## config.mk

```make
export PLATFORM = sky130hd
export DESIGN_NAME = trade_report_framer_flat
export DESIGN_NICKNAME = d
export VERILOG_FILES = /design/src/rtl/trade_report_framer_pkg.sv /design/src/rtl/trade_report_framer_if.sv /design/src/rtl/trade_report_framer_fifo.sv /design/src/rtl/trade_report_framer.sv /design/src/flat_wrapper.sv
export SDC_FILE = /design/constraint.sdc
export NUM_CORES = 1
export LEC_CHECK = 0
export ABC_AREA = 1
export BUFFER_PORTS_ARGS = -buffer_cell sky130_fd_sc_hd__buf_4
export CAP_MARGIN = 10
export CORE_MARGIN = 8
export CORE_UTILIZATION = 55
export CTS_BUF_LIST = sky130_fd_sc_hd__clkbuf_8
export DETAILED_ROUTE_END_ITERATION = 8
export PLACE_DENSITY = 0.82
export SLEW_MARGIN = 20
export SYNTH_ARGS = -nofsm -noshare
export SYNTH_HDL_FRONTEND = slang
export SYNTH_HIERARCHICAL = 1
export SYNTH_SLANG_ARGS = --single-unit
```

## constraint.sdc

```tcl
create_clock -name clk -period 2.51 [get_ports clk]
set_input_delay 0.1255 -clock clk [delete_from_list [all_inputs] [get_ports clk]]
set_output_delay 0.1255 -clock clk [all_outputs]
set_load 0.05 [all_outputs]
```

## src/rtl/trade_report_framer_pkg.sv

```systemverilog
// -----------------------------------------------------------------------------
// trade_report_framer_pkg
// Shared constants for the trade report framer: default frame delimiters,
// trade action encodings and the framing FSM state type.
// Optional feature macro: TRADE_FRAMER_CHECKSUM_EN adds the CSUM state and the
// checksum accumulation helper.
// -----------------------------------------------------------------------------
package trade_report_framer_pkg;

    localparam logic [7:0] HEADER_DEFAULT = 8'hAA;
    localparam logic [7:0] FOOTER_DEFAULT = 8'h55;

    // Action encodings, zero-extended to a byte.
    localparam logic [7:0] ACT_NONE  = 8'd0;
    localparam logic [7:0] ACT_BUY_A = 8'd1;
    localparam logic [7:0] ACT_BUY_B = 8'd2;

    // The header byte is issued on the IDLE exit, so there is no separate
    // header-holding state.
    typedef enum logic [2:0] {
        ST_IDLE = 3'd0,
        ST_ACT  = 3'd1,
        ST_PRF  = 3'd2,
`ifdef TRADE_FRAMER_CHECKSUM_EN
        ST_CSUM = 3'd3,
`endif
        ST_FTR  = 3'd4
    } state_t;

`ifdef TRADE_FRAMER_CHECKSUM_EN
    // Running XOR checksum over the action byte and every profit byte.
    function automatic logic [7:0] csum_step(input logic [7:0] acc, input logic [7:0] b);
        return acc ^ b;
    endfunction
`endif

endpackage

```

## src/rtl/trade_report_framer_if.sv

```systemverilog
// -----------------------------------------------------------------------------
// trade_report_framer_if
// Bundles the trade-decision input strobe and the uart_tx byte handshake.
//   trade_valid / trade_action / profit : decision from trade_strategy
//   tx_busy                             : uart_tx busy indication
//   tx_en / tx_data                     : one-cycle transmit pulse and byte
// Modports: master = framer side, slave = strategy/uart side.
// -----------------------------------------------------------------------------
interface trade_report_framer_if #(
    parameter int ACTION_W = 2,
    parameter int PROFIT_W = 16
);
    logic                trade_valid;
    logic [ACTION_W-1:0] trade_action;
    logic [PROFIT_W-1:0] profit;
    logic                tx_busy;
    logic                tx_en;
    logic [7:0]          tx_data;

    modport master (
        input  trade_valid, trade_action, profit, tx_busy,
        output tx_en, tx_data
    );

    modport slave (
        output trade_valid, trade_action, profit, tx_busy,
        input  tx_en, tx_data
    );
endinterface

```

## src/rtl/trade_report_framer_fifo.sv

```systemverilog
// -----------------------------------------------------------------------------
// trade_fifo
// Synchronous FIFO holding pending trades.
//   clk, rst (async active-low)
//   push_i, data_i : write request; accepted when not full or when pop_i is high
//   pop_i          : remove the head entry (ignored when empty)
//   head_o         : current head entry
//   level_o        : occupancy, full_o: level == DEPTH, empty_o: level == 0
// -----------------------------------------------------------------------------
module trade_fifo #(
    parameter int WIDTH = 18,
    parameter int DEPTH = 4
) (
    input  logic                     clk,
    input  logic                     rst,
    input  logic                     push_i,
    input  logic                     pop_i,
    input  logic [WIDTH-1:0]         data_i,
    output logic [WIDTH-1:0]         head_o,
    output logic [$clog2(DEPTH):0]   level_o,
    output logic                     full_o,
    output logic                     empty_o
);
    localparam int AW = $clog2(DEPTH);
    localparam int LW = AW + 1;

    logic [WIDTH-1:0] mem_q [DEPTH];
    logic [AW-1:0]    wr_ptr_q;
    logic [AW-1:0]    rd_ptr_q;
    logic [LW-1:0]    level_q;
    logic [LW-1:0]    level_d;
    logic             full_q;
    logic             push_ok_s;
    logic             pop_ok_s;

    // A full FIFO still accepts a write when the head leaves in the same cycle.
    assign push_ok_s = push_i && (!full_q || pop_i);
    assign pop_ok_s  = pop_i && (level_q != {LW{1'b0}});

    // Occupancy next-state.
    always_comb begin
        level_d = level_q;
        case ({push_ok_s, pop_ok_s})
            2'b10:   level_d = level_q + LW'(1'b1);
            2'b01:   level_d = level_q - LW'(1'b1);
            default: level_d = level_q;
        endcase
    end

    // Pointers, occupancy and full flag; pointers wrap since DEPTH is a power of 2.
    always_ff @(posedge clk or negedge rst) begin
        if (!rst) begin
            wr_ptr_q <= {AW{1'b0}};
            rd_ptr_q <= {AW{1'b0}};
            level_q  <= {LW{1'b0}};
            full_q   <= 1'b0;
        end else begin
            if (push_ok_s) wr_ptr_q <= wr_ptr_q + AW'(1'b1);
            if (pop_ok_s)  rd_ptr_q <= rd_ptr_q + AW'(1'b1);
            level_q <= level_d;
            full_q  <= (level_d == LW'(DEPTH));
        end
    end

    // Storage array; contents need no reset because level gates every read.
    always_ff @(posedge clk) begin
        if (push_ok_s) mem_q[wr_ptr_q] <= data_i;
    end

    assign head_o  = mem_q[rd_ptr_q];
    assign level_o = level_q;
    assign full_o  = full_q;
    assign empty_o = (level_q == {LW{1'b0}});
endmodule

```

## src/rtl/trade_report_framer.sv

```systemverilog
// -----------------------------------------------------------------------------
// trade_report_framer
// Queues trade decisions and serialises each as a framed byte stream into
// uart_tx, one byte per issue slot:
//   HEADER, action byte, profit bytes MSB first, [checksum], FOOTER.
// Ports:
//   clk, rst (async active-low)
//   bus (master modport): trade_valid/trade_action/profit in, tx_busy in,
//                         tx_en/tx_data out
//   queue_level : FIFO occupancy
//   queue_full  : queue_level == QUEUE_DEPTH
//   drop_count  : trades lost to a full queue, saturating at 255
// Optional feature macro: TRADE_FRAMER_CHECKSUM_EN inserts an XOR checksum
// byte (action byte and profit bytes only) before the footer.
// -----------------------------------------------------------------------------
module trade_report_framer
    import trade_report_framer_pkg::*;
#(
    parameter int         PROFIT_W    = 16,
    parameter int         ACTION_W    = 2,
    parameter int         QUEUE_DEPTH = 4,
    parameter logic [7:0] HEADER      = HEADER_DEFAULT,
    parameter logic [7:0] FOOTER      = FOOTER_DEFAULT
) (
    input  logic                          clk,
    input  logic                          rst,
    trade_report_framer_if.master         bus,
    output logic [$clog2(QUEUE_DEPTH):0]  queue_level,
    output logic                          queue_full,
    output logic [7:0]                    drop_count
);
    localparam int NB    = PROFIT_W / 8;
    localparam int IDX_W = (NB > 1) ? $clog2(NB) : 1;
    localparam int FW    = ACTION_W + PROFIT_W;

    state_t           state_q, state_d;
    logic [FW-1:0]    frame_q, frame_d;
    logic [IDX_W-1:0] byte_idx_q, byte_idx_d;
    logic             tx_en_q, tx_en_d;
    logic [7:0]       tx_data_q, tx_data_d;
    logic [7:0]       drop_q, drop_d;
`ifdef TRADE_FRAMER_CHECKSUM_EN
    logic [7:0]       csum_q, csum_d;
`endif

    logic             push_req_s, space_s, push_s, pop_s, slot_s;
    logic             full_s, empty_s;
    logic [FW-1:0]    head_s;
    logic [7:0]       act_byte_s, prf_byte_s;

    assign push_req_s = bus.trade_valid && (8'(bus.trade_action) != ACT_NONE);
    assign space_s    = !full_s || pop_s;
    assign push_s     = push_req_s && space_s;
    // tx_busy only rises the cycle after tx_en, so tx_en itself blocks the next slot.
    assign slot_s     = !bus.tx_busy && !tx_en_q;

    trade_fifo #(
        .WIDTH (FW),
        .DEPTH (QUEUE_DEPTH)
    ) u_fifo (
        .clk     (clk),
        .rst     (rst),
        .push_i  (push_s),
        .pop_i   (pop_s),
        .data_i  ({bus.trade_action, bus.profit}),
        .head_o  (head_s),
        .level_o (queue_level),
        .full_o  (full_s),
        .empty_o (empty_s)
    );

    // Byte views of the frame register: zero-extended action and selected profit byte.
    always_comb begin
        act_byte_s                 = 8'h00;
        act_byte_s[ACTION_W-1:0]   = frame_q[FW-1 -: ACTION_W];
        prf_byte_s                 = frame_q[{byte_idx_q, 3'b000} +: 8];
    end

    // Framing FSM next-state, byte issue and FIFO pop.
    always_comb begin
        state_d    = state_q;
        frame_d    = frame_q;
        byte_idx_d = byte_idx_q;
        tx_en_d    = 1'b0;
        tx_data_d  = tx_data_q;
        pop_s      = 1'b0;
`ifdef TRADE_FRAMER_CHECKSUM_EN
        csum_d     = csum_q;
`endif
        case (state_q)
            ST_IDLE: begin
                if (slot_s && !empty_s) begin
                    pop_s     = 1'b1;
                    frame_d   = head_s;
                    tx_en_d   = 1'b1;
                    tx_data_d = HEADER;
                    state_d   = ST_ACT;
                end else begin
                    state_d   = ST_IDLE;
                end
            end
            ST_ACT: begin
                if (slot_s) begin
                    tx_en_d    = 1'b1;
                    tx_data_d  = act_byte_s;
                    byte_idx_d = IDX_W'(NB - 1);
`ifdef TRADE_FRAMER_CHECKSUM_EN
                    csum_d     = act_byte_s;
`endif
                    state_d    = ST_PRF;
                end else begin
                    state_d    = ST_ACT;
                end
            end
            ST_PRF: begin
                if (slot_s) begin
                    tx_en_d   = 1'b1;
                    tx_data_d = prf_byte_s;
`ifdef TRADE_FRAMER_CHECKSUM_EN
                    csum_d    = csum_step(csum_q, prf_byte_s);
`endif
                    if (byte_idx_q == {IDX_W{1'b0}}) begin
`ifdef TRADE_FRAMER_CHECKSUM_EN
                        state_d = ST_CSUM;
`else
                        state_d = ST_FTR;
`endif
                    end else begin
                        byte_idx_d = byte_idx_q - IDX_W'(1'b1);
                    end
                end else begin
                    state_d = ST_PRF;
                end
            end
`ifdef TRADE_FRAMER_CHECKSUM_EN
            ST_CSUM: begin
                if (slot_s) begin
                    tx_en_d   = 1'b1;
                    tx_data_d = csum_q;
                    state_d   = ST_FTR;
                end else begin
                    state_d   = ST_CSUM;
                end
            end
`endif
            ST_FTR: begin
                if (slot_s) begin
                    tx_en_d   = 1'b1;
                    tx_data_d = FOOTER;
                    state_d   = ST_IDLE;
                end else begin
                    state_d   = ST_FTR;
                end
            end
            default: state_d = ST_IDLE;
        endcase
    end

    // Saturating drop counter: a real trade with no space this cycle is lost.
    always_comb begin
        if (push_req_s && !space_s && (drop_q != 8'hFF)) begin
            drop_d = drop_q + 8'd1;
        end else begin
            drop_d = drop_q;
        end
    end

    // State and output registers; reset abandons any frame in flight.
    always_ff @(posedge clk or negedge rst) begin
        if (!rst) begin
            state_q    <= ST_IDLE;
            frame_q    <= {FW{1'b0}};
            byte_idx_q <= {IDX_W{1'b0}};
            tx_en_q    <= 1'b0;
            tx_data_q  <= 8'h00;
            drop_q     <= 8'h00;
`ifdef TRADE_FRAMER_CHECKSUM_EN
            csum_q     <= 8'h00;
`endif
        end else begin
            state_q    <= state_d;
            frame_q    <= frame_d;
            byte_idx_q <= byte_idx_d;
            tx_en_q    <= tx_en_d;
            tx_data_q  <= tx_data_d;
            drop_q     <= drop_d;
`ifdef TRADE_FRAMER_CHECKSUM_EN
            csum_q     <= csum_d;
`endif
        end
    end

    assign bus.tx_en   = tx_en_q;
    assign bus.tx_data = tx_data_q;
    assign queue_full  = full_s;
    assign drop_count  = drop_q;
endmodule
```

## src/flat_wrapper.sv

```systemverilog
// flat-port wrapper written by rule: the top's interface ports become plain ports
module trade_report_framer_flat import trade_report_framer_pkg::*;
#(
    parameter int         PROFIT_W    = 16,
    parameter int         ACTION_W    = 2,
    parameter int         QUEUE_DEPTH = 4,
    parameter logic [7:0] HEADER      = HEADER_DEFAULT,
    parameter logic [7:0] FOOTER      = FOOTER_DEFAULT
)
  (clk, rst, queue_level, queue_full, drop_count, bus_trade_valid, bus_trade_action, bus_profit, bus_tx_busy, bus_tx_en, bus_tx_data);
  trade_report_framer_if #(.ACTION_W(ACTION_W), .PROFIT_W(PROFIT_W)) bus_i ();
  input  logic clk;
  input  logic rst;
  output logic [$clog2(QUEUE_DEPTH):0] queue_level;
  output logic queue_full;
  output logic [7:0] drop_count;
  input wire logic [$bits(bus_i.trade_valid)-1:0] bus_trade_valid;
  input wire logic [$bits(bus_i.trade_action)-1:0] bus_trade_action;
  input wire logic [$bits(bus_i.profit)-1:0] bus_profit;
  input wire logic [$bits(bus_i.tx_busy)-1:0] bus_tx_busy;
  output wire logic [$bits(bus_i.tx_en)-1:0] bus_tx_en;
  output wire logic [$bits(bus_i.tx_data)-1:0] bus_tx_data;
  assign bus_i.trade_valid = bus_trade_valid;
  assign bus_i.trade_action = bus_trade_action;
  assign bus_i.profit = bus_profit;
  assign bus_i.tx_busy = bus_tx_busy;
  assign bus_tx_en = bus_i.tx_en;
  assign bus_tx_data = bus_i.tx_data;
  trade_report_framer #(.PROFIT_W(PROFIT_W), .ACTION_W(ACTION_W), .QUEUE_DEPTH(QUEUE_DEPTH), .HEADER(HEADER), .FOOTER(FOOTER)) u_core (.clk(clk), .rst(rst), .bus(bus_i), .queue_level(queue_level), .queue_full(queue_full), .drop_count(drop_count));
endmodule
```

# After elaboration in Yosys (flattened, before gate mapping)

Memory sizes are Yosys's and may differ from the RTL's. A register that Yosys moved wholly into a read port is not among the register bits.
Index checks and enable logic that the tools add are counted.

RAM bits: 72
Word-level logic and storage cells: 76
Memory bits (read-only): 0
Register bits: 29
Latch bits: 0
Memories kept: 1

Multiplexer cells: 22
Reduce and logical (&&, ||, !) cells: 25
Add/sub/neg operators: 6
Bitwise operators: 0
$lt $le $gt $ge: 0
Eq/ne operators: 12
Shift operators: 1
Div/mod/pow operators: 0
Multipliers: 0

Memory list:

| name                | depth | bits a word | rd ports | clocked after memory_dff | wr ports | RTL line                       | RTL |
|---|---|---|---|---|---|---|---|
| u_core.u_fifo.mem_q | 4     | 18          | 1        | 1                        | 1        | trade_report_framer_fifo.sv:27 | `logic [WIDTH-1:0] mem_q [DEPTH];` |

Operator list:

| operator            | count |
|---|---|
| $mux 8              | 4 |
| $pmux 8 s4          | 1 |
| $shiftx 18x5->8     | 1 |
| $pmux 3 s4          | 1 |
| $mux 1              | 9 |
| $mux 3              | 3 |
| $add 8x1->8 const B | 1 |
| $logic_and 1x1->1   | 8 |
| $ne 2x1->1 const B  | 4 |
| $ne 8x8->1 const B  | 1 |
| $eq 3x3->1 const B  | 2 |
| $logic_not 1->1     | 6 |
| $logic_not 3->1     | 2 |
| $pmux 3 s2          | 1 |
| $reduce_and 5->1    | 1 |
| $add 2x1->2 const B | 2 |
| $pmux 1 s2          | 2 |
| $reduce_bool 2->1   | 2 |
| $reduce_bool 4->1   | 1 |
| $add 3x1->3 const B | 1 |
| $eq 3x1->1 const B  | 1 |
| $eq 3x2->1 const B  | 1 |
| $ne 3x3->1 const B  | 1 |
| $reduce_and 3->1    | 1 |
| other kinds (9)     | 9 |

# Longest topological paths before layout

Depth after elaboration: 11
Mapped depth: 17

# Cells and area by module

The synthesis kept the hierarchy.

Modules (own cells, without submodules):

| module              | area an instance (um^2) | seq. area each (um^2) | instances | cells each |
|---|---|---|---|---|
| trade_fifo          | 3181.8                  | 2362.3                | 1         | 232 |
| trade_report_framer | 1988.2                  | 975.9                 | 1         | 235 |

# Worst setup path before layout

No wires, ideal clock.

Path kind: flip-flop to flip-flop
Start: reg u_core.u_fifo.level_q[0], in the netlist u_core/u_fifo/level_o[0]
End: mem u_core.u_fifo.mem_q[0][0] (enable)
Period minus slack after synthesis: 2723 ps
Arrival time: 2330 ps
Path slack: -213 ps
Stages on the path, launching flop included: 11
Buffers on the path: 0
Cells stage by stage: dfrtp_1 -> inv_1 -> nand3_1 -> inv_1 -> inv_1 -> nand2_4 -> nor2_8 -> nor2_4 -> nor2_1 -> o21ai_2 -> nor2_1

Longest elaborated chain between the ends: 10

RTL lines:

| element                      | RTL line                       | RTL |
|---|---|---|
| start, declared              | trade_report_framer_fifo.sv:30 | `logic [LW-1:0] level_q;` |
| start signal, assigned       | trade_report_framer_fifo.sv:55 | `level_q <= {LW{1'b0}};` |
| start signal, assigned       | trade_report_framer_fifo.sv:60 | `level_q <= level_d;` |
| $logic_not 3->1              | trade_report_framer_fifo.sv:73 | `assign empty_o = (level_q == {LW{1'b0}});` |
| net u_core.empty_s           | trade_report_framer.sv:47      | `logic full_s, empty_s;` |
| $logic_not 1->1              | trade_report_framer.sv:92      | `if (slot_s && !empty_s) begin` |
| $logic_and 1x1->1            | trade_report_framer.sv:92      |  |
| $mux 1                       | trade_report_framer.sv:92      |  |
| $mux 1                       | trade_report_framer.sv:90      | `case (state_q)` |
| $logic_or 1x1->1             | trade_report_framer.sv:52      | `assign space_s = !full_s \|\| pop_s;` |
| $logic_and 1x1->1            | trade_report_framer.sv:53      | `assign push_s = push_req_s && space_s;` |
| net u_core.push_s            | trade_report_framer.sv:46      | `logic push_req_s, space_s, push_s, pop_s, slot_s;` |
| $logic_and 1x1->1            | trade_report_framer_fifo.sv:37 | `assign push_ok_s = push_i && (!full_q \|\| pop_i);` |
| $mux 1                       | trade_report_framer_fifo.sv:67 | `if (push_ok_s) mem_q[wr_ptr_q] <= data_i;` |
| $mux 1 (implied by the code) | trade_report_framer_fifo.sv:67 |  |
| end, declared                | trade_report_framer_fifo.sv:27 |  |

The timed path passes the listed nets, and every way through them passes these cells.

# Final worst setup path

Start: reg u_core.u_fifo.level_q[1], in the netlist u_core/u_fifo/level_o[1]
End: reg u_core.u_fifo.full_q, in the netlist u_core/u_fifo/full_o

Elaborated cells on any way between the ends: 16
Classes of those cells: 2 x add/sub; 3 x eq/ne; 3 x mux; 8 x reduce/logical

RTL lines:

| element                                  | RTL line                       | RTL |
|---|---|---|
| $logic_not 3->1 *                        | trade_report_framer_fifo.sv:73 |  |
| net u_core.empty_s                       | trade_report_framer.sv:47      |  |
| $logic_not 1->1 *                        | trade_report_framer.sv:92      |  |
| $logic_and 1x1->1 *                      | trade_report_framer.sv:92      |  |
| $mux 1 *                                 | trade_report_framer.sv:92      |  |
| $mux 1 *                                 | trade_report_framer.sv:90      |  |
| $logic_and 1x1->1 *                      | trade_report_framer_fifo.sv:38 | `assign pop_ok_s = pop_i && (level_q != {LW{1'b0}});` |
| net u_core.u_fifo.pop_ok_s               | trade_report_framer_fifo.sv:34 | `logic pop_ok_s;` |
| $eq 2x1->1 or $eq 2x2->1 (tied branches) | trade_report_framer_fifo.sv:43 | `case ({push_ok_s, pop_ok_s})` |
| $pmux 3 s2 *                             | trade_report_framer_fifo.sv:43 |  |
| $eq 3x3->1 *                             | trade_report_framer_fifo.sv:61 | `full_q <= (level_d == LW'(DEPTH));` |
| end signal, assigned                     | trade_report_framer_fifo.sv:61 |  |
| end, declared                            | trade_report_framer_fifo.sv:32 | `logic full_q;` |

The timed path passes the listed nets; every way through them passes the cells marked *.
A chain may end at the register's enable or synchronous reset.

==> results_dict.tcl <==
set metrics [dict create \
    syn_nets 496 \
    die_h_um 113 \
    drc 0 \
    synth-seq-cells 119 \
    seqCellArea_um2 3340 \
    multiInputGateArea_um2 1570 \
    vias 3549 \
    core_um2 9200 \
    synth_cell_types 33 \
    critPathKind "reg2reg" \
    start_kind "register" \
    ios 43 \
    syn_to_final_growth_pct 19.3 \
    die-area_um2 12800 \
    tns_ns 0 \
    syn_area_per_cell_um2 11.1 \
    htreeDepth 4 \
    cts_buffer_depth 2 \
    min_to "u_core/state_q[2]" \
    start_util 0.562 \
    netSwitchingPower_mw 2.99 \
    synth_xor_area_frac 0.0136 \
    synth_top_family_by_area "simple AND/OR/NAND/NOR gates" \
    wl_met2_um 5410 \
    synthesis.area_um2 5170 \
    worstPathRequired_ns 2.86 \
    routedWlPerCell_um 15.9 \
    worst_slew_pin_slew_ns 0.659 \
    hold_depth 3 \
    synthMuxAreaShare 0 \
    fin_crit_sh 0.933 \
    drt_first_pass_iters 5 \
    yosys.area_share.adder 0.0184 \
    vdd_drop_max_uv 583 \
    holdWs_ns 0.0374 \
    yosysSeqAreaShare 0.646 \
    grt_usage 0.173 \
    p_clk_frac 0.235 \
    antenna_left 0 \
    dr.max_layer_used "met4" \
    gr-total-overflow 0 \
    outcome "finished, final reports clean" \
    layout_setup_ws_ns 0.168 \
    final.fill_count 683 \
    syn-instance-count 467 \
    yosys.area_share.simple 0.179 \
    hold_violations 0 \
    reg2reg_slack_ns 0.17 \
    reg2reg_to "u_core/u_fifo/full_o" \
    wl_met3_um 584 \
    diodes 0 \
    p_int_mw 4.34 \
    regToRegStartpoint "u_core/u_fifo/level_o[1]" \
    drv_slew 0 \
    grt_pass1_vias 3571 \
    nNetsFinal 568 \
    setup_viol 0 \
    fin_worst_skew_ns 0.0102 \
    post-route-min-period_ns 2.34 \
    netlist_top_cells_area "edfxtp_1 (42%), dfrtp_1 (23%), nand2_1 (8.2%)" \
    worstSetupEndpointType "register" \
    place_area_um2 5550 \
    hp-class "in2reg" \
    p_seq_frac 0.385 \
    vias_per_cell 5.35 \
    drive_gt1_frac 0.214 \
    dp_cells 611 \
    hp-start "bus_tx_busy" \
    cts.sinks 119 \
    portBuffers 42 \
    grt_pass1_wl_um 17200 \
    initialDrtViolationCount 251 \
    ctsRootBufferMaster "clkbuf_8" \
    grt_antenna_before_repair 0 \
    wirelength_um 10600 \
    comb_power_share 0.380 \
    fp-row-count 35 \
    max_clock_freq_ghz 0.427 \
    cap_violations 0 \
    fin_cells 663 \
    preCtsSetupSlack_ns 0.0540 \
    total_power_mw 7.33 \
    cp_max_fo 4 \
    place_hpwl_um 6500 \
    yosys.area.top_type "edfxtp_1" \
    netSwitchingFraction 0.408 \
    die_w_um 113 \
    max_slew_margin 0.560 \
    clkLatencyLatePin_ns 0.43 \
    cts_tree "yes" \
    synth_top_area_frac 0.418 \
    rsz0062_at_grt "false" \
    cp.arrival_ns 2.69 \
    synth_warnings 6 \
    clk_pin_slew_ns 0.07 \
    cts_inserted_buffers 17 \
    synth_compound_area_frac 0.0886 \
    power.density_nw_per_um2 1190 \
    grt_max_degree 48 \
    final_core_util 0.671 \
    fin_area_um2 6170 \
    place_congestion 0.789 \
    leakage_nw 2.63 \
    met1_length_um 4470 \
    r2r_cells 15 \
]
synth_stat cells:
library cell	count
nand2_8	1
nor2_8	1
nor2_4	4
buf_12	1
o21ai_1	2
nand2_2	3
buf_2	7
fa_1	1
clkbuf_1	2
nand3_4	2
or2_2	1
nand2_1	113
inv_1	38
nor2_1	40
buf_6	6
o21a_1	1
inv_4	1
nand4_1	1
o22ai_1	18
nand3_2	4
ha_1	6
a21oi_1	3
o211ai_1	8
o21ai_2	2
o21ai_0	47
xnor2_1	2
dfrtp_1	47
edfxtp_1	72
nor2_2	9
xor2_1	6
nand2_4	3
nand3_1	14
inv_2	1
how the worst max path moves through the flow:
stage	cells after the start	slack, ns	end	start
6_report	15	0.17	u_core/u_fifo/full_o	u_core/u_fifo/level_o[1]
4_1_cts	14	0.04	u_core/u_fifo/full_o	u_core/u_fifo/level_o[0]
2_1_floorplan	10	-0.05	u_core/u_fifo/mem_q[0][0]	u_core/u_fifo/level_o[0]
3_5_place_dp	14	0.05	u_core/u_fifo/full_o	u_core/u_fifo/level_o[1]
5_1_grt	17	0.003	u_core/u_fifo/full_o	u_core/u_fifo/level_o[0]
3_3_place_gp	14	0.14	u_core/u_fifo/full_o	u_core/u_fifo/level_o[0]
routing by layer:
| metal | up-vias | track usage |
|---|---|---|
| met4 | 0 | 0.0657 |
| met1 | 1714 | 0.201 |
| li1 | 1713 | - |
| met2 | 111 | 0.293 |
| met3 | 11 | 0.0575 |
| met5 | - | 0 |
layout by cell type (no fill, tap or decap), types with 3 or more instances in the layout:
master and n:
ha_1 5, dfrtp_2 3, inv_6 6, nand2_1 113, inv_1 38, nor2_1 40, nand2_2 3, clkbuf_8 17
xor2_1 6, dfrtp_1 44, nor2_4 4, o22ai_1 18, dlygate4sd3_1 19, nand2_4 3, nor2_2 9, edfxtp_1 72
clkinvlp_4 4, nand3_2 4, a21oi_1 3, buf_4 50, o211ai_1 8, o21ai_0 47, nand3_1 14
power groups by stage:
stage / Clock, mW / Combinational, mW / Sequential (mW)
2_1_floorplan: 0 / 1.77 / 3.19
3_3_place_gp: 0 / 2.62 / 2.84
3_5_place_dp: 0 / 2.72 / 2.86
4_1_cts: 1.75 / 2.76 / 2.82
5_1_grt: 1.85 / 3.07 / 2.87
6_report: 1.72 / 2.79 / 2.82
registers in the layout, summed over array words and instances, names as in the netlist:
signal and count:
u_core/drop_count 8, u_core/state_q 3, u_core/u_fifo/level_o 3, u_core/u_fifo/mem_q 72, u_core/frame_q 18, u_core/u_fifo/full_o 1
u_core/u_fifo/wr_ptr_q 2, u_core/u_fifo/rd_ptr_q 2, u_core/bus.tx_data 8, u_core/bus.tx_en 1, u_core/byte_idx_q 1
worst max-delay path, stage by stage (launching register included):
cell and delay, ns:
dfrtp_2 0.37, inv_1 0.08, nand3_1 0.11, inv_1 0.06, inv_1 0.08, nand2_4 0.07
nor2_8 0.14, nand2_1 0.13, inv_1 0.14, ha_4 0.15, inv_1 0.06, fa_1 0.48
nand2_1 0.05, o21ai_0 0.10, nand3_1 0.11, a21oi_1 0.13
cell type report:
| class | count | area share |
|---|---|---|
| clock buffers | 17 | 0.0379 |
| clock inverters | 15 | 0.0268 |
| inverters | 40 | 0.0248 |
| multi-input cells | 292 | 0.254 |
| flip-flops and latches | 119 | 0.542 |
| well taps | 111 | 0.0225 |
| repair buffers | 69 | 0.0917 |
cell families after synthesis:
group	Yosys count
compound gates	81
xor+xnor	8
fa+ha+maj	7
buf+inv	56
flops	119
simple gates	196
what timing repair did:
| action | CTS | global route |
|---|---|---|
| hold buffers | 19 | 0 |
| setup buffers | 0 | 1 |
| endpoints found under the setup margin | 0 | 3 |
| hold endpoints to repair | 119 | 0 |
| gates resized for setup | 0 | 3 |
No activity file was read; power rests on OpenSTA's default activity.
